==> config.mk <==
export PLATFORM = sky130hd
export DESIGN_NAME = conv_stream_engine
export DESIGN_NICKNAME = d
export VERILOG_FILES = /design/src/rtl/conv_stream_engine.sv
export SDC_FILE = /design/constraint.sdc
export NUM_CORES = 2
export LEC_CHECK = 0
export BUFFER_PORTS_ARGS = -buffer_cell sky130_fd_sc_hd__buf_2
export CORE_MARGIN = 8
export CORE_UTILIZATION = 40
export CTS_BUF_LIST = sky130_fd_sc_hd__clkbuf_4 sky130_fd_sc_hd__clkbuf_8 sky130_fd_sc_hd__clkbuf_16
export CTS_CLUSTER_DIAMETER = 80
export CTS_CLUSTER_SIZE = 10
export DETAILED_ROUTE_END_ITERATION = 8
export SYNTH_ARGS = -nofsm -noshare
export SYNTH_HDL_FRONTEND = slang
export SYNTH_SLANG_ARGS = --single-unit
==> constraint.sdc <==
create_clock -name clk -period 18.4 [get_ports clk]
set_input_delay 2.76 -clock clk [delete_from_list [all_inputs] [get_ports clk]]
set_output_delay 2.76 -clock clk [all_outputs]
set_load 0.01 [all_outputs]
==> src/rtl/conv_stream_engine.sv <==
// Streaming multi-filter 1-D convolution engine: F parallel K-tap filters over a
// framed sample stream, with a registered valid/ready output stage and optional ReLU.
module conv_stream_engine #(
  parameter int DW = 8,
  parameter int K  = 4,
  parameter int F  = 2,
  parameter int LW = 8,
  localparam int KW = (K > 1) ? $clog2(K) : 1,
  localparam int FW = (F > 1) ? $clog2(F) : 1,
  localparam int OW = 2 * DW + $clog2(K)
) (
  input  logic                 clk,
  input  logic                 rst,
  input  logic                 start,
  input  logic [LW-1:0]        len,
  input  logic                 relu,
  input  logic                 coef_we,
  input  logic [FW-1:0]        coef_f,
  input  logic [KW-1:0]        coef_k,
  input  logic [DW-1:0]        coef_d,
  input  logic                 in_valid,
  input  logic [DW-1:0]        in_data,
  output logic                 in_ready,
  output logic                 out_valid,
  output logic [F*OW-1:0]      out_data,
  input  logic                 out_ready,
  output logic                 busy,
  output logic                 done
);

  localparam int PW = 2 * DW;
  localparam logic [1:0] IDLE = 2'd0;
  localparam logic [1:0] RUN  = 2'd1;
  localparam logic [1:0] DONE = 2'd2;
  localparam logic [LW-1:0] KM1  = LW'(K - 1);
  localparam logic [LW-1:0] KLEN = LW'(K);

  logic [1:0]            state_r;
  logic [LW-1:0]         cnt_r;
  logic [LW-1:0]         len_r;
  logic                  relu_r;
  logic signed [DW-1:0]  win_r  [K];
  logic signed [DW-1:0]  win_s  [K];
  logic signed [DW-1:0]  coef_r [F][K];
  logic                  out_valid_r;
  logic [F*OW-1:0]       out_data_r;
  logic [F*OW-1:0]       y_s;
  logic                  in_ready_s;
  logic                  acc_s;
  logic                  load_s;
  logic                  fin_s;
  logic                  start_ok_s;

  // handshake and frame-control decode
  always_comb begin
    in_ready_s = (state_r == RUN) && (cnt_r < len_r) && !(out_valid_r && !out_ready);
    acc_s      = in_valid && in_ready_s;
    load_s     = acc_s && (cnt_r >= KM1);
    // the frame ends once every sample is in and the last result is handed off
    fin_s      = (state_r == RUN) && (cnt_r == len_r) && (!out_valid_r || out_ready);
    start_ok_s = (state_r == IDLE) && start;
  end

  // window as it will look after the current sample shifts in
  always_comb begin
    for (int j = 0; j < K - 1; j++) begin
      win_s[j] = win_r[j + 1];
    end
    win_s[K-1] = in_data;
  end

  // per-filter dot product at full precision, then optional ReLU clamp
  always_comb begin
    logic signed [PW-1:0] prod_v;
    logic [OW-1:0]        sum_v;
    y_s    = '0;
    prod_v = '0;
    sum_v  = '0;
    for (int f = 0; f < F; f++) begin
      sum_v = '0;
      for (int j = 0; j < K; j++) begin
        prod_v = PW'(coef_r[f][j]) * PW'(win_s[j]);
        sum_v  = sum_v + {{(OW - PW){prod_v[PW-1]}}, prod_v};
      end
      if (relu_r && sum_v[OW-1]) begin
        y_s[f*OW +: OW] = '0;
      end else begin
        y_s[f*OW +: OW] = sum_v;
      end
    end
  end

  // frame FSM, sample counter and latched frame settings
  always_ff @(posedge clk or posedge rst) begin
    if (rst) begin
      state_r <= IDLE;
      cnt_r   <= '0;
      len_r   <= '0;
      relu_r  <= 1'b0;
    end else begin
      case (state_r)
        IDLE: begin
          if (start_ok_s) begin
            cnt_r  <= '0;
            len_r  <= len;
            relu_r <= relu;
            state_r <= (len >= KLEN) ? RUN : DONE;
          end
        end
        RUN: begin
          if (acc_s) begin
            cnt_r <= cnt_r + 1'b1;
          end
          if (fin_s) begin
            state_r <= DONE;
          end
        end
        DONE: begin
          state_r <= IDLE;
        end
        default: begin
          state_r <= IDLE;
        end
      endcase
    end
  end

  // sample window: cleared at frame start, shifts on every accepted sample
  always_ff @(posedge clk or posedge rst) begin
    if (rst) begin
      for (int j = 0; j < K; j++) begin
        win_r[j] <= '0;
      end
    end else if (start_ok_s) begin
      for (int j = 0; j < K; j++) begin
        win_r[j] <= '0;
      end
    end else if (acc_s) begin
      for (int j = 0; j < K; j++) begin
        win_r[j] <= win_s[j];
      end
    end
  end

  // coefficient bank, writable only while idle
  always_ff @(posedge clk or posedge rst) begin
    if (rst) begin
      for (int f = 0; f < F; f++) begin
        for (int j = 0; j < K; j++) begin
          coef_r[f][j] <= '0;
        end
      end
    end else if (coef_we && (state_r == IDLE) && (int'(coef_f) < F) && (int'(coef_k) < K)) begin
      coef_r[coef_f][coef_k] <= coef_d;
    end
  end

  // output register: a new result may replace one being consumed on the same edge
  always_ff @(posedge clk or posedge rst) begin
    if (rst) begin
      out_valid_r <= 1'b0;
      out_data_r  <= '0;
    end else if (load_s) begin
      out_valid_r <= 1'b1;
      out_data_r  <= y_s;
    end else if (out_valid_r && out_ready) begin
      out_valid_r <= 1'b0;
    end
  end

  assign in_ready  = in_ready_s;
  assign out_valid = out_valid_r;
  assign out_data  = out_data_r;
  assign busy      = (state_r == RUN) || (state_r == DONE);
  assign done      = (state_r == DONE);

endmodule

==> run summary <==
========================================================================================================
Required time of the critical path ........................................................    18,710 ps
Full die area ............................................................................. 80,300 sq um
Worst setup slack after placement .........................................................      6250 ps
Initial standard-cell utilization of the core .............................................        40.2%
Proportion of register bits with asynchronous set or reset after synthesis ................         100%
Post-CTS clock slew at the launch and capture registers of the worst setup and hold paths .        60 ps
Final cycle utilization of the critical path ..............................................        63.5%
Iteration count of the initial detailed-routing pass ......................................            6
Final-report hold violation count .........................................................            0
Syn_area_per_cell .........................................................................   9.85 sq um
Count of synthesis-stage warnings from yosys ..............................................            0
Total half-perimeter wirelength after legalization and detailed placement .................      57.4 mm
Final Critical Period .....................................................................    11,680 ps
Filler-free cell count of the finished design .............................................        3,883
Sum of negative setup slack ...............................................................         0 ps
Aggregate global-route resource usage .....................................................        17.8%
Number of maximum-capacitance violations ..................................................            0
Most frequent cell on the critical path ...................................................         fa_1
Area added between synthesis and finish ...................................................        6.44%
Area inside the core boundary ............................................................. 71,100 sq um
Quantity of hold-fixing buffers added after cts ...........................................            0
Relative slew slack .......................................................................        23.1%
Placed cell count .........................................................................        3,850
Placement Rows ............................................................................           98
Chip height ...............................................................................       283 um
Via total after detailed routing ..........................................................       18,700
Insertion delay to the later sink of the worst-skew pair ..................................       460 ps
Initial DRC Count .........................................................................        1,036
IO Port Bufs ..............................................................................           73
Number of instances in the synthesized netlist ............................................        2,903
Type of the worst setup path .............................................................. input pin to register
Post-synthesis instance area .............................................................. 28,600 sq um
Number of slew-limit violations in the final report .......................................            0
Number of vias per cell ...................................................................         4.81
Highest attainable clock frequency ........................................................   0.0856 GHz
Number of different library cells in the post-synthesis netlist ...........................           68
Most common library cell in the layout ignoring fill and taps .............................        inv_1
Number of endpoints failing setup at the final stage ......................................            0
Global-route wire length before repair ....................................................       113 mm
Post-synthesis net count ..................................................................        3,792
Final Net Count ...........................................................................        3,808
Min-delay worst type ...................................................................... register to register
Number of global-route vias before repair .................................................       19,900
Dominant synthesized flop cell ............................................................      dfrtp_1
Buffer type at the clock tree root ........................................................    clkbuf_16
Critical path capture point type ..........................................................     register
Kind of start point of the critical path ..................................................    input pin
FILL cells ................................................................................        7,025
Number of placed I/O pins .................................................................           74
Final wirelength ..........................................................................      68.3 mm
Worst-case clock skew .....................................................................      13.2 ps
Total congestion overflow after global routing ............................................            0
Num CTS Buffers ...........................................................................           17
Post-cts repair resize count ..............................................................            0
Initial antenna violation count ...........................................................            6
Longest Clk Path Bufs .....................................................................            2
CTS tree ..................................................................................          yes
Fraction of final layout cells with drive strength greater than 1 .........................        7.09%
Critical Path Slowest Stage Cell ..........................................................      mux2i_4
Peak fanout along the critical path .......................................................           17
Largest stage delay on the critical path ..................................................       690 ps
Outcome ................................................................................... finished, final reports clean
Maximum number of pins on one net before global-route repair ..............................           78
CTS sink cnt ..............................................................................          144
Post-CTS Repair Setup Buffers .............................................................            0
RSZ-0062 raised after global routing ......................................................           no
H-tree level count ........................................................................            4
Worst-case setup margin in the final layout ...............................................      6720 ps
Final RePlAce weighted congestion .........................................................        0.895
Transition at the pin with the smallest max-transition slack ..............................      1150 ps
Average wire per cell in the routed design ................................................      17.6 um
Arrival @ worst endpoint ..................................................................    11,990 ps
Number of flops mapped to enable cells by yosys ...........................................            0
Residual DRC ..............................................................................            0
Antenna-violating nets left ...............................................................            0
Top library cells by usage in the layout, fill and taps aside ............................. inv_1 (769), fa_1 (605), nand2_1 (272)
Proportion of synthesized chip area in sequential cells ...................................        12.6%
Die Width .................................................................................       283 um
Number of register bits inferred by synthesis .............................................          144
========================================================================================================
## metrics by stage
stage | hold slack (ps) | area [sq um] | utilization [%]
finish | 469 | 30400 | 42.8
global route | 501 | 30400 | 42.8
CTS | 477 | 30400 | 42.8
detailed placement | 459 | 29900 | 42.0
global placement | 457 | 29900 | 42.0
floorplan | 485 | 28600 | -
## final timing paths
| kind | slack, ps | end | depth (start not counted) | start |
|---|---|---|---|---|
| max in group asynchronous | 14580 | cnt_r[2]$_DFFE_PP0P_ | 3 | rst |
| worst min-delay path | 470 | out_data[28]$_DFFE_PP0P_ | 2 | out_data[28]$_DFFE_PP0P_ |
| worst min register to register | 470 | out_data[28]$_DFFE_PP0P_ | 2 | out_data[28]$_DFFE_PP0P_ |
| min in group asynchronous | 2420 | coef_r[63]$_DFFE_PP0P_ | 2 | rst |
| worst max register to register | 8760 | out_data[22]$_DFFE_PP0P_ | 36 | coef_r[3]$_DFFE_PP0P_ |
| worst max-delay path | 6720 | out_data[13]$_DFFE_PP0P_ | 33 | in_data[7] |
## state kept, by name (all words and copies together) (netlist names)
signal / count
cnt_r: 8
coef_r: 64
len_r: 8
out_data: 36
out_valid: 1
relu_r: 1
state_r: 2
win_r: 24
## cell families after synthesis
kind of cell	Yosys count	share of synthesized area, %
multiplexers	89	3.45
flip-flops	144	12.6
XOR/XNOR	82	2.51
adder cells (fa/ha/maj)	855	53.3
AO/OA/AOI/OAI	163	4.20
buffers and inverters	856	11.4
AND/OR/NAND/NOR	714	12.6
## critical path, delay by kind of cell
family | cells | cell delay, ps
adders and majority gates | 12 | 5190
AOI/OAI and AO/OA | 7 | 1590
buffers and inverters | 8 | 830
and+or+nand+nor | 4 | 710
muxes | 1 | 690
xor gates and xnor gates | 1 | 190
## routing by layer
layer / global-route usage, % / wire length, um / part of all wire (%) / vias to the layer above
met5: 0 / 0 / 0 / -
met4: 3.81 / 1220 / 1.8 / 0
met3: 2.95 / 3660 / 5.4 / 55
met2: 28.0 / 31200 / 46 / 398
met1: 25.8 / 32300 / 47 / 9598
li1: - / - / - / 8631
## Yosys cell counts, types with 5 or more instances
cell type,number,area (sq um)
a211oi_1,5,37.5
o21ai_0,33,165
nand3_1,14,70.1
buf_2,9,45.0
xnor2_1,59,517
a21o_1,11,82.6
or4_1,5,37.5
clkbuf_1,72,270
o21a_1,7,52.6
dfrtp_1,144,3600
nand2_1,272,1020
mux2i_1,22,220
nand2b_1,40,250
o31ai_1,21,158
nor2_1,81,304
or3_1,5,31.3
and3_1,8,50.1
ha_1,250,3130
inv_1,770,2890
and2_1,247,1550
a21oi_1,28,140
mux2_2,66,743
nor2b_1,9,56.3
o41ai_1,7,61.3
xor2_1,23,201
nor3_1,13,65.1
o31ai_2,7,87.6
o211ai_1,6,45.0
fa_1,605,12100
## area by class of cell
class / instances / area (sq um) / share of cell area [%]
Clock inverter: 12 / 111 / 0.366
Antenna cell: 1 / 2.50 / 0.00822
Timing Repair Buffer: 82 / 433 / 1.42
Sequential cell: 144 / 3600 / 11.8
Clock buffer: 20 / 460 / 1.51
Tap cell: 950 / 1190 / 3.90
Multi-Input combinational cell: 1903 / 21700 / 71.4
Inverter: 771 / 2900 / 9.52
Power is not shown: default switching activity piles up to over one toggle a cycle in this logic, so the estimate is an artifact.
